<file path="config.mk">
export PLATFORM = sky130hd
export DESIGN_NAME = simd_result_serializer
export DESIGN_NICKNAME = d
export VERILOG_FILES = /design/src/rtl/simd_result_serializer.sv
export SDC_FILE = /design/constraint.sdc
export NUM_CORES = 1
export LEC_CHECK = 0
export ABC_CLOCK_PERIOD_IN_PS = 5250
export BUFFER_PORTS_ARGS = -buffer_cell sky130_fd_sc_hd__buf_2
export CORE_AREA = 2 2 152 154
export DETAILED_ROUTE_END_ITERATION = 7
export DIE_AREA = 0 0 154 156
export PLACE_DENSITY_LB_ADDON = 0.15
export SLEW_MARGIN = 15
export SYNTH_ARGS = -nofsm -noshare
export SYNTH_HDL_FRONTEND = slang
export SYNTH_SLANG_ARGS = --single-unit
</file>
<file path="constraint.sdc">
create_clock -name clk -period 5.25 [get_ports clk]
set_input_delay 1.05 -clock clk [delete_from_list [all_inputs] [get_ports clk]]
set_output_delay 1.05 -clock clk [all_outputs]
set_load 0.01 [all_outputs]
</file>
<file path="src/rtl/simd_result_serializer.sv">
// simd_result_serializer
// Takes one packed LANES*WIDTH result vector from the SIMD ALU and replays it one lane per
// cycle over a valid/ready handshake. Lanes whose mask bit is clear are skipped.
// It also counts accepted vectors. A sticky flag records any vector that arrived while
// the stage was busy and was therefore dropped.

module simd_result_serializer #(
  parameter int unsigned LANES = 8,
  parameter int unsigned WIDTH = 16,
  parameter int unsigned CNT_W = 16
) (
  input  logic                       clk,
  input  logic                       rst_n,
  input  logic [LANES*WIDTH-1:0]     i_y,
  input  logic                       i_in_valid,
  input  logic [LANES-1:0]           i_in_mask,
  output logic                       o_in_ready,
  output logic [WIDTH-1:0]           o_lane_data,
  output logic [$clog2(LANES)-1:0]   o_lane_idx,
  output logic                       o_lane_valid,
  output logic                       o_lane_last,
  input  logic                       i_lane_ready,
  output logic [CNT_W-1:0]           o_vec_count,
  output logic                       o_ovf_err
);

  localparam int unsigned IDX_W = $clog2(LANES);

  typedef enum logic [0:0] {
    StIdle,
    StDrain
  } state_t;

  // Index of the lowest set bit; returns 0 for an empty vector (callers never rely on it then).
  function automatic logic [IDX_W-1:0] f_lowest(input logic [LANES-1:0] m);
    logic [IDX_W-1:0] idx;
    logic             found;
    idx   = '0;
    found = 1'b0;
    for (int unsigned i = 0; i < LANES; i++) begin
      if (m[i] && !found) begin
        idx   = IDX_W'(i);
        found = 1'b1;
      end
    end
    return idx;
  endfunction

  state_t                        r_state;
  logic [LANES-1:0][WIDTH-1:0]   r_buf;
  logic [LANES-1:0]              r_mask;
  logic [IDX_W-1:0]              r_idx;
  logic [CNT_W-1:0]              r_vec_count;
  logic                          r_ovf_err;

  logic                          w_drain;
  logic [LANES-1:0]              w_higher;
  logic                          w_last;
  logic [IDX_W-1:0]              w_next_idx;
  logic                          w_hs_last;
  logic                          w_in_ready;
  logic                          w_accept;
  logic                          w_new_lanes;

  // Enabled lanes strictly above the lane currently presented.
  always_comb begin
    w_higher = '0;
    for (int unsigned i = 0; i < LANES; i++) begin
      w_higher[i] = r_mask[i] & (i > 32'(r_idx));
    end
  end

  assign w_drain     = (r_state == StDrain);
  assign w_last      = w_drain & ~(|w_higher);
  assign w_next_idx  = f_lowest(w_higher);
  // The final beat's handshake frees the buffer in the same cycle, so a new vector can load
  // without a bubble.
  assign w_hs_last   = w_drain & i_lane_ready & w_last;
  assign w_in_ready  = ~w_drain | w_hs_last;
  assign w_accept    = i_in_valid & w_in_ready;
  assign w_new_lanes = |i_in_mask;

  // Control FSM: vector capture, lane stepping, vector counting and overflow flag.
  always_ff @(posedge clk or negedge rst_n) begin
    if (!rst_n) begin
      r_state     <= StIdle;
      r_buf       <= '0;
      r_mask      <= '0;
      r_idx       <= '0;
      r_vec_count <= '0;
      r_ovf_err   <= 1'b0;
    end else begin
      if (w_accept) begin
        r_vec_count <= r_vec_count + CNT_W'(1);
      end
      if (i_in_valid && !w_in_ready) begin
        r_ovf_err <= 1'b1;
      end

      unique case (r_state)
        StIdle: begin
          // An all-zero mask is counted but produces no beats, so the FSM stays idle.
          if (w_accept && w_new_lanes) begin
            r_buf   <= i_y;
            r_mask  <= i_in_mask;
            r_idx   <= f_lowest(i_in_mask);
            r_state <= StDrain;
          end
        end
        StDrain: begin
          if (i_lane_ready) begin
            if (!w_last) begin
              r_idx <= w_next_idx;
            end else if (w_accept && w_new_lanes) begin
              r_buf   <= i_y;
              r_mask  <= i_in_mask;
              r_idx   <= f_lowest(i_in_mask);
              r_state <= StDrain;
            end else begin
              r_state <= StIdle;
            end
          end
        end
        default: r_state <= StIdle;
      endcase
    end
  end

  assign o_in_ready   = w_in_ready;
  assign o_lane_valid = w_drain;
  assign o_lane_idx   = r_idx;
  assign o_lane_last  = w_last;
  // The buffer is cleared by reset, so this reads 0 straight out of reset.
  assign o_lane_data  = r_buf[r_idx];
  assign o_vec_count  = r_vec_count;
  assign o_ovf_err    = r_ovf_err;

endmodule

</file>
Yosys cells after proc, flatten, opt, wreduce, memory -nomap -nowiden
Index checks and enable logic that the tools add are counted.
{ "word_totals": {"ff_bits": 157, "in_bits": 140, "wordCells": 187} }
{ "op_classes": {"n_addsub": 1, "n_lt_le_gt_ge": 8, "eq_ne": 4, "mux": 100, "bitwise_logic": 14, "reduce_logical": 47} }
{ "ops": {"columns": ["operator", "n"], "rows": [
  ["two-way mux 128 bit", 3],
  ["one-hot mux 128 bit (2 select lines)", 1],
  ["two-way mux 1 bit", 66],
  ["two-way mux 3 bit", 22],
  ["binary-select mux 16 bit (select 3 bit)", 1],
  ["two-way mux 8 bit", 3],
  ["logical AND 1 bit", 22],
  ["logical NOT 1 bit", 21],
  ["adder 16 x 1 -> 16 bit, second input constant", 1],
  ["two-way mux 16 bit", 1],
  ["one-hot mux 8 bit (2 select lines)", 1],
  ["greater-than comparator 3 bit, first input constant", 4],
  ["AND 1 bit", 11],
  ["OR reduction 8 bit", 1],
  ["OR reduction 7 bit", 1],
  ["greater-than comparator 2 x 3 -> 1 bit, first input constant", 2],
  ["one-hot mux 3 bit (2 select lines)", 1],
  ["< comparator 3 x 4 -> 1 bit, second input constant", 1],
  ["inequality test 2 x 1 -> 1 bit, second input constant", 2],
  ["greater-than comparator 1 x 3 -> 1 bit, first input constant", 1],
  ["inequality test 3 x 2 -> 1 bit, second input constant", 1],
  ["AND reduction 3 bit", 1],
  ["inequality test 2 bit, second input constant", 1],
  ["NOT 1 bit", 2],
  ["3 further kinds", 3]
]} }

Logic depth before layout (Yosys ltp)
{ "depth": {"word_depth": 62, "depth_mapped": 8, "mapped_depth_nobuf": 6} }

Worst setup path after synthesis
OpenSTA, ideal clock, no wires.
{ "synth_timing": {"path_kind": "flip-flop to output port", "start": "register r_idx[0] (netlist: o_lane_idx[0])", "end": "output port o_lane_data[0]", "arrival_time_ps": 1956, "required_ps": 4200, "slack_ps": 2244, "path_stages_with_launch": 6, "path_cell_list": "dfrtp_1 > clkbuf_1 > buf_2 > buf_2 > mux4_2 > mux2_2"} }
{ "synth_via": {"elab_chain_len": 2} }
{ "synth_rtl": {"columns": ["element", "line_no", "source"], "rows": [
  ["start: declaration", "52", "logic [IDX_W-1:0] r_idx;"],
  ["start signal: assignment", "106", "r_idx <= f_lowest(i_in_mask);"],
  ["start signal: assignment", "113", "r_idx <= w_next_idx;"],
  ["start signal: assignment", "117", "r_idx <= f_lowest(i_in_mask);"],
  ["binary-select mux 16 bit (select 3 bit)", "134", "assign o_lane_data = r_buf[r_idx];"],
  ["two-way mux 16 bit (not written as such)", "134", null],
  ["end: declaration", "18", "output logic [WIDTH-1:0] o_lane_data,"]
]} }
No other way between the ends. The select of a mux whose other input is x is not followed.

Worst setup path in the final report
{ "layout_timing": {"start": "register r_idx[1] (netlist: o_lane_idx[1])", "end": "output port o_in_ready"} }
{ "layout_via": {"elab_chain_len": 7, "elab_cells_between_ends": 19, "cone_classes": "7 x order compare; 11 x bitwise; 1 x reduce/logical"} }
{ "layout_rtl": {"columns": ["element", "line_no", "source"], "rows": [
  ["greater-than comparator 1 x 3 -> 1 bit, or another cell as far along", "69", "w_higher[i] = r_mask[i] & (i > 32'(r_idx));"],
  ["AND 1 bit", "69", null],
  ["OR reduction 7 bit (*)", "74", "assign w_last = w_drain & ~(|w_higher);"],
  ["NOT 1 bit (*)", "74", null],
  ["AND 1 bit (*)", "74", null],
  ["AND 1 bit (*)", "78", "assign w_hs_last = w_drain & i_lane_ready & w_last;"],
  ["OR 1 bit (*)", "79", "assign w_in_ready = ~w_drain | w_hs_last;"],
  ["end: declaration", "17", "output logic o_in_ready,"]
]} }
Every way passes the cells marked *; elsewhere a longest branch is shown, timed or not.

==> reports/metrics.csv <==
metric;value;unit
status;complete, no violations;
most frequent cell after synthesis;dfrtp_1;
Avg WL per Cell;19.57;µm
leakage;4.346;nW
first-pass GRT wire length;29700;µm
Setup CP Type;reg2out;
post-synthesis register bit count;156;
CP Capture Type;output port;
Die H;156;µm
DR iter-0 viols;190;
Total GRT Usage;16.21;%
ys flop type;dfrtp_1;
NumNets Final;797;
Critical Path RT;4.20;ns
Psw;2.116;mW
GP Congestion;0.7922;
cell row count;55;
Vias/cell;4.872;
H-tree level count;4;
HP Start;o_vec_count[15]$_DFFE_PN0P_;
period utilization;70.33;%
top post-synthesis cells by area;dfrtp_1 51%, mux2_4 20%, mux4_2 9.4%;
minimum clock period;3.692;ns
Pint;4.190;mW
fmax;270.8;MHz
Die ar.;24020;µm²
maximum number of pins on one net before global-route repair;81;
fin. max-slew vios;0;
RSZ-0062 raised after global routing;false;
Synth area leader;dfrtp_1;
Final Util;41.87;%
Syn. warnings;0;
r2r setup slk;1.66;ns
Tightest Pin Transition;1.085;ns
WHS Endpoint;o_vec_count[15]$_DFFE_PN0P_;
synthesis-to-layout area growth;21.93;%
Routed Antenna Nets;0;
Clk pwr share;18.9;%
Die X;154;µm
IO Port Bufs;178;
RR Startpoint;o_lane_idx[1]$_DFFE_PN0P_;
sequential area share after synthesis;50.83;%
post-CTS setup buffer count;0;
Sequential Power Share;35.6;%
CTS tree;yes;
Avg Inst Size Synth;16.03;µm²
Post-DP HPWL;13360;µm
Initial Util;34.34;%
R2R depth;6;
share of post-route cells with drive strength above 1;59.34;%
DRC Markers;0;
min-delay worst type;reg2reg;
Final Hold Viols;0;
maximum vdd drop;266.6;µV
initial antenna violation count;7;
Slew HR;27.69;%
fraction of registers with async set/reset;100.0;%
vias post-DR;4672;
Layout Skew;0.007529;ns
Sink Count;156;
# resized after CTS;0;
switching portion of total power;33.56;%
Fin Setup TNS;0;ns
hold path depth;1;
post-synth cell types;53;
CP startpoint kind;flop;
post-synth top area share;50.83;%
Pwr Density;673.4;nW/µm²
Gate power share;45.5;%
Reg2Reg Capture Point;r_buf[39]$_DFFE_PN0P_;
clk_lat worst skew;0.42;ns
worst hold slack;0.4732;ns
Core ar.;22370;µm²
vias in the first global route;5129;
TritonRoute pass-1 iters;6;
post-synthesis net count;620;
Crit Path Max Fanout;43;
gr ovfl total;0;
Top Ports;179;
Syn Inst Count;479;
hold_buf cts;0;
Synth top cells by count;156 x dfrtp_1, 100 x mux2_4, 37 x mux2_2, 32 x mux4_2, 16 x nand2_1;
Finish-stage setup viols;0;
synthesized cell area;7680;µm²
clk slew on worst S/H paths;0.06;ns
Num CTS Buffers;17;
CTS root buffer;clkbuf_16;
number of synthesized flops with an enable pin;0;
final WL;18770;µm
maximum clock path buffer count;2;
Max-Cap Viols;0;
Arrival @ worst endpoint;2.64;ns
[critical path, stage by stage (launching register included)]
cell and delay (ns):
dfrtp_2 1.08, o21ba_1 0.25, o221ai_1 0.35, a41oi_4 0.24
inv_1 0.14, buf_2 0.15
[cells in the final DEF (no fill, tap or decap), types with 2 or more instances in the layout]
cell type / Yosys / routed
buf_2: 6 / 177
dfrtp_1: 156 / 154
mux2_4: 100 / 100
mux2_2: 37 / 37
mux4_2: 32 / 32
clkbuf_16: 0 / 17
nand2_1: 16 / 16
xnor2_1: 10 / 10
mux2_1: 9 / 9
nand3_1: 8 / 8
nor2_1: 7 / 7
and3_1: 7 / 7
a22o_1: 6 / 6
diode_2: 0 / 5
inv_1: 5 / 5
a21oi_1: 5 / 5
xor2_1: 5 / 5
buf_4: 0 / 5
nor2b_1: 4 / 4
nand4_1: 4 / 4
o21ai_0: 4 / 4
inv_8: 0 / 4
inv_6: 0 / 4
clkinv_4: 0 / 3
buf_12: 0 / 3
a21o_1: 2 / 2
or2_2: 2 / 2
o211ai_1: 2 / 2
a2bb2oi_1: 2 / 2
nand3b_1: 2 / 2
clkinvlp_4: 0 / 2
dfrtp_2: 0 / 2
[worst max-delay path by stage]
| stage | start | endpoint | slack [ns] | cells after the start |
|---|---|---|---|---|
| after floorplan | o_lane_idx[0]$_DFFE_PN0P_ | o_lane_data[0] | 2.24 | 5 |
| after global placement | o_lane_idx[1]$_DFFE_PN0P_ | r_buf[39]$_DFFE_PN0P_ | 1.69 | 6 |
| after detailed placement | o_lane_idx[1]$_DFFE_PN0P_ | r_buf[39]$_DFFE_PN0P_ | 1.63 | 6 |
| after CTS | o_lane_idx[1]$_DFFE_PN0P_ | o_in_ready | 1.52 | 5 |
| after global routing | o_lane_idx[1]$_DFFE_PN0P_ | o_in_ready | 1.37 | 5 |
| final | o_lane_idx[1]$_DFFE_PN0P_ | o_in_ready | 1.56 | 5 |
[layer usage]
metal | vias up | part of all wire, % | global-route usage (%)
li1 | 2147 | - | -
met5 | - | 0.11 | 0
met4 | 4 | 0.73 | 3.649
met3 | 12 | 8.0 | 6.556
met1 | 2374 | 41 | 19.83
met2 | 135 | 50 | 27.01
[kinds of logic after synthesis]
logic type      count (synthesis)  share of synthesized area, %
compound gates                 39                         4.138
xor+xnor                       15                         1.711
fa+ha+maj                       1                        0.1629
buf+inv                        33                         3.470
flops                         156                         50.83
mux                           178                         35.68
simple gates                   57                         4.008
[registers in the layout, indices dropped and copies added, names as in the netlist]
signal,count
r_mask,7
o_lane_valid,1
r_buf,128
o_vec_count,16
o_ovf_err,1
o_lane_idx,3
[through the flow]
stage,setup WS (ns),area (µm²),power (mW),cells
after floorplan,2.244,7680,4.419,479
after CTS,1.524,9351,6.410,954
after global routing,1.373,9356,6.692,956
after detailed placement,1.631,8786,5.180,922
final,1.558,9364,6.306,959
after global placement,1.694,8786,5.111,922
[area by class of cell]
| type | count | area, µm² |
|---|---|---|
| flip-flops and latches | 156 | 3906 |
| clock buffers | 18 | 439.2 |
| multi-input cells | 290 | 3510 |
| diodes | 5 | 12.51 |
| clock inverters | 14 | 126.4 |
| inverters | 5 | 18.77 |
| repair buffers | 186 | 994.7 |
| fillers | 2037 | 13000 |
| well taps | 285 | 356.6 |
[power by group through the flow]
stage / sequential, mW / combinational [mW] / clock (mW)
finish: 2.25 / 2.87 / 1.19
global route: 2.33 / 3.08 / 1.28
CTS: 2.25 / 2.93 / 1.23
detailed placement: 2.27 / 2.91 / 0
global placement: 2.24 / 2.87 / 0
floorplan: 2.03 / 2.38 / 0
Power figures use the tool's default switching activity.
